`src/rtl/arb_pkg.sv`:
```
// Shared definitions for the round-robin arbiter.
package arb_pkg;

  localparam int unsigned ARB_N = 8;

  typedef enum logic [1:0] {
    StIdle = 2'd0,
    StBusy = 2'd1,
    StGap  = 2'd2
  } arb_state_t;

endpackage

```
`src/rtl/decoder3to8.sv`:
```
// Enabled 3-to-8 one-hot decoder.
module decoder3to8 (
  input  logic [2:0] w,
  input  logic       en,
  output logic [7:0] y
);

  always_comb begin
    y = '0;
    if (en) y[w] = 1'b1;
  end

endmodule

```
`src/rtl/arb_rr8.sv`:
```
// Eight-way round-robin arbiter with hold timeout and one-cycle turnaround between owners.
module arb_rr8
  import arb_pkg::*;
#(
  parameter int unsigned MAX_HOLD = 8,
  parameter int unsigned CNT_W    = 4
) (
  input  logic       clk,
  input  logic       rst_n,
  input  logic [7:0] req,
  input  logic       done,
  output logic [7:0] gnt,
  output logic [2:0] gnt_id,
  output logic       busy,
  output logic       timeout
);

  arb_state_t       state_q, state_d;
  logic [2:0]       gnt_id_q, gnt_id_d;
  logic [2:0]       ptr_q, ptr_d;
  logic [CNT_W-1:0] cnt_q, cnt_d;
  logic             timeout_q, timeout_d;

  logic             pick_found;
  logic [2:0]       pick_idx;
  logic             rel_done, rel_drop, rel_limit;

  // Rotate req so ptr lands on bit 0, take the lowest set bit, then undo the rotation.
  function automatic logic [3:0] rr_pick(input logic [7:0] req_v, input logic [2:0] ptr_v);
    logic [7:0] rot;
    logic [2:0] off;
    logic       found;
    for (int i = 0; i < ARB_N; i++) begin
      rot[i] = req_v[ptr_v + 3'(i)];
    end
    found = 1'b0;
    off   = 3'd0;
    for (int i = ARB_N - 1; i >= 0; i--) begin
      if (rot[i]) begin
        found = 1'b1;
        off   = 3'(i);
      end
    end
    return {found, 3'(ptr_v + off)};
  endfunction

  assign {pick_found, pick_idx} = rr_pick(req, ptr_q);

  assign rel_done  = done;
  assign rel_drop  = ~req[gnt_id_q];
  assign rel_limit = (MAX_HOLD != 0) && (cnt_q == CNT_W'(MAX_HOLD));

  always_comb begin
    state_d   = state_q;
    gnt_id_d  = gnt_id_q;
    ptr_d     = ptr_q;
    cnt_d     = cnt_q;
    timeout_d = 1'b0;
    case (state_q)
      StBusy: begin
        if (rel_done || rel_drop || rel_limit) begin
          state_d   = StGap;
          timeout_d = rel_limit && !rel_done && !rel_drop;
        end else if (cnt_q != '1) begin
          cnt_d = cnt_q + CNT_W'(1);
        end
      end
      default: begin
        // Idle and gap arbitrate identically; gap just never holds.
        if (pick_found) begin
          state_d  = StBusy;
          gnt_id_d = pick_idx;
          ptr_d    = pick_idx + 3'd1;
          cnt_d    = CNT_W'(1);
        end else begin
          state_d = StIdle;
        end
      end
    endcase
  end

  always_ff @(posedge clk) begin
    if (!rst_n) begin
      state_q   <= StIdle;
      gnt_id_q  <= 3'd0;
      ptr_q     <= 3'd0;
      cnt_q     <= '0;
      timeout_q <= 1'b0;
    end else begin
      state_q   <= state_d;
      gnt_id_q  <= gnt_id_d;
      ptr_q     <= ptr_d;
      cnt_q     <= cnt_d;
      timeout_q <= timeout_d;
    end
  end

  decoder3to8 u_dec (
    .w  (gnt_id_q),
    .en (state_q == StBusy),
    .y  (gnt)
  );

  assign gnt_id  = gnt_id_q;
  assign busy    = (state_q == StBusy);
  assign timeout = timeout_q;

endmodule

```
`config.mk`:
```
export PLATFORM = sky130hd
export DESIGN_NAME = arb_rr8
export DESIGN_NICKNAME = d
export VERILOG_FILES = /design/src/rtl/arb_pkg.sv /design/src/rtl/decoder3to8.sv /design/src/rtl/arb_rr8.sv
export SDC_FILE = /design/constraint.sdc
export NUM_CORES = 1
export LEC_CHECK = 0
export CAP_MARGIN = 20
export CORE_MARGIN = 4
export CORE_UTILIZATION = 50
export CTS_CLUSTER_DIAMETER = 120
export CTS_CLUSTER_SIZE = 10
export DETAILED_ROUTE_END_ITERATION = 7
export PLACE_DENSITY = 0.82
export SYNTH_ARGS = -nofsm -noshare
export SYNTH_HDL_FRONTEND = slang
export SYNTH_SLANG_ARGS = --single-unit
export TNS_END_PERCENT = 10
```
`constraint.sdc`:
```
create_clock -name clk -period 5.05 [get_ports clk]
set_clock_uncertainty 0.15 [all_clocks]
set_input_delay 1.01 -clock clk [delete_from_list [all_inputs] [get_ports clk]]
set_output_delay 1.01 -clock clk [all_outputs]
set_load 0.02 [all_outputs]
```
==> results.cfg <==
[pwr]
p_leak_nw = 0.637
power_density_nw_per_um2 = 546
vdd_ir_drop_max_v = 0.000442
power_mw = 0.927

[synth]
synth.area.top_cells = dfxtp_1, mux4_2, mux2i_1, mux2_2, ha_1
syn_nets = 167
syn_area_um2 = 1430
ys_seq_area_frac = 0.182
syn_avg_cell_area_um2 = 9.62
yosysTopAreaCellShare = 0.182
synthDistinctLibCells = 43
yosysWarnings = 0
ys_ff_latch = 13
synth_top_cell_by_area = dfxtp_1
yosysMostFrequentCell = dfxtp_1
synth-edff-count = 0
synthFlopType = dfxtp_1
synthArstFlopShare = 0
postSynthCellCount = 149
netlist_top_cells_count = dfxtp_1, nor2_1

[min_path]
min_to = cnt_q[2]
hp-class = reg -> reg
hold-path-cell-count = 2
hold_start = cnt_q[2]

[final_layout]
drive_gt1_frac = 0.165
fill_cells = 220
diodes = 0
syn2layout_area_growth_pct = 18.3
nets = 189

[clocking]
cts_htree_levels = 1
cts-buffers-inserted = 3
cts_resized = 0
clockRootBuffer = clkbuf_4
postCtsSetupBuffers = 0
postCtsHoldBufs = 0
clk-insertion-delay-late_ps = 280
cts_tree = yes
clk_pin_slew_ps = 70
cts_num_sinks = 13
clockBufferDepth = 2

[drt]
routed_wl_mm = 3.41
drc = 0
met3_length_um = 182
ant_nets = 0
dr.pass1.iters = 4
top_layer = met4
vias = 1269
wl_met1_mm = 1.50
dr_wl_met2_mm = 1.71
avgRoutedWirePerCell_um = 17.0
drtIter0Drc = 52
routed_via_density = 6.31

[grt]
grt_start_max_net_pins = 16
grt_first_pass_wirelength_mm = 5.79
track_usage = 0.200
grt_overflow = 0
first_global_vias = 1257
grt_antenna_before_repair = 0

[critical_path]
path_cells = clkdlybuf4s50_1, mux4_2, nand2b_1, nand3_1, o21ai_0, a221oi_1, o21ai_0, a221oi_1, ha_1, inv_1, fa_1, inv_1, ha_1, xnor2_1, xnor2_1, a21oi_1, o21a_1
regToRegEndpoint = ptr_q[2]
required_ps = 5070
startpoint = req[5]
rr_worst_depth = 17
slowest_delay_ps = 510
rr_startpoint = ptr_q[1]
cpMaxStageDelayCell = clkdlybuf4s50_1
cp-end-kind = flop
arrival_ps = 4720
critical_path_peak_fanout = 6
rrSetupSlack_ps = 560
critPathKind = in -> reg
startpoint_type = input pin

[sta]
worst_pin_slew_ps = 694
min_period_ps = 4700
relSlewSlack = 0.536
setup_tns_ps = 0
setup_viol = 0
rsz0062_at_grt = no
period_share = 0.931
slew_viol_final = 0
fmax_ghz = 0.213
hold_viol = 0

[floorplan]
num_io_pins = 24
die_w_um = 61.6
die_area_um2 = 3790
die_y_um = 61.6
core_um2 = 2760
initial_core_util = 0.520
rows = 19

[flow_run]
cap_violations = 0

[placed_design]
hpwl_mm = 2.64
gp_congestion = 0.799
io_buffers = 23

[status]
status = complete, no violations
stage by stage:
| step | setup slack, ps | hold WS (ps) | util | cell area (um2) | instances |
|---|---|---|---|---|---|
| CTS | 365 | 411 | 0.613 | 1690 | 200 |
| global placement | 303 | 389 | 0.603 | 1660 | 196 |
| floorplan | 892 | 371 | - | 1430 | 149 |
| detailed placement | 96.6 | 398 | 0.603 | 1660 | 196 |
| finish | 349 | 415 | 0.615 | 1700 | 201 |
| global route | 151 | 446 | 0.615 | 1700 | 201 |
flip-flops by register name, summed over array words and instances (netlist names):
name / flops
cnt_q: 4
gnt_id: 3
ptr_q: 3
state_q: 2
timeout: 1
metal layers:
| metal | up-vias | global-route usage |
|---|---|---|
| met5 | - | 0 |
| met4 | 0 | 0.0273 |
| met3 | 4 | 0.0419 |
| met2 | 46 | 0.342 |
| met1 | 616 | 0.265 |
| li1 | 603 | - |
logic make-up (layout without fill, tap and decap cells):
kind of cell	after synthesis	in the layout	share of synthesized area
adder cells (fa/ha/maj)	7	7	0.0663
XOR/XNOR	5	5	0.0305
flip-flops	13	13	0.182
AO/OA/AOI/OAI	28	28	0.175
multiplexers	27	27	0.291
AND/OR/NAND/NOR	53	53	0.202
buffers and inverters	16	37	0.0532
cell usage in the layout, fill, tap and decap left out, types with 2 or more instances in the layout:
cell type         n
clkbuf_4          3
mux4_2            8
o211a_1           3
nand2_1           6
o21ai_1           3
a221oi_1          2
mux4_1            2
clkdlybuf4s50_1  23
ha_1              6
o21ai_0           4
and2_1            2
a31oi_4           2
nand3_1           8
dfxtp_1          13
mux2i_1           8
a21oi_1           6
xor2_1            2
and3_1            2
inv_1             7
nand3b_1          3
xnor2_1           3
mux2_2            7
nor3_1            5
nor2_1           10
nor2b_1           4
nand4_1           2
nand2b_1          8
o21a_1            2
power by group:
part           internal (mW)  switching (mW)
sequential             0.125          0.0418
clock                 0.0294          0.0341
combinational          0.339           0.358
total                  0.493           0.434
how the worst max path moves through the flow:
stage / endpoint / slack [ps] / depth (start not counted)
final: ptr_q[2] / 350 / 17
after global placement: ptr_q[2] / 300 / 17
after global routing: ptr_q[2] / 150 / 17
after floorplan: ptr_q[2] / 890 / 19
after detailed placement: ptr_q[2] / 100 / 17
after CTS: ptr_q[2] / 360 / 17
critical path: cells and delay by family:
kind	cells	cell delay [ps]
mux	1	490
compound gates	6	1120
fa+ha+maj	3	880
simple gates	2	300
xor+xnor	2	320
buf+inv	3	600
final cells by class:
| cell class | instances | area [um2] | share of cell area |
|---|---|---|---|
| Clock inverter | 1 | 5.00 | 0.00295 |
| Clock buffer | 3 | 22.5 | 0.0133 |
| Multi-Input combinational cell | 120 | 1100 | 0.647 |
| Sequential cell | 13 | 260 | 0.153 |
| Inverter | 8 | 30.0 | 0.0177 |
| Timing Repair Buffer | 25 | 243 | 0.143 |
| Tap cell | 31 | 38.8 | 0.0229 |
Power figures use the tool's default switching activity.
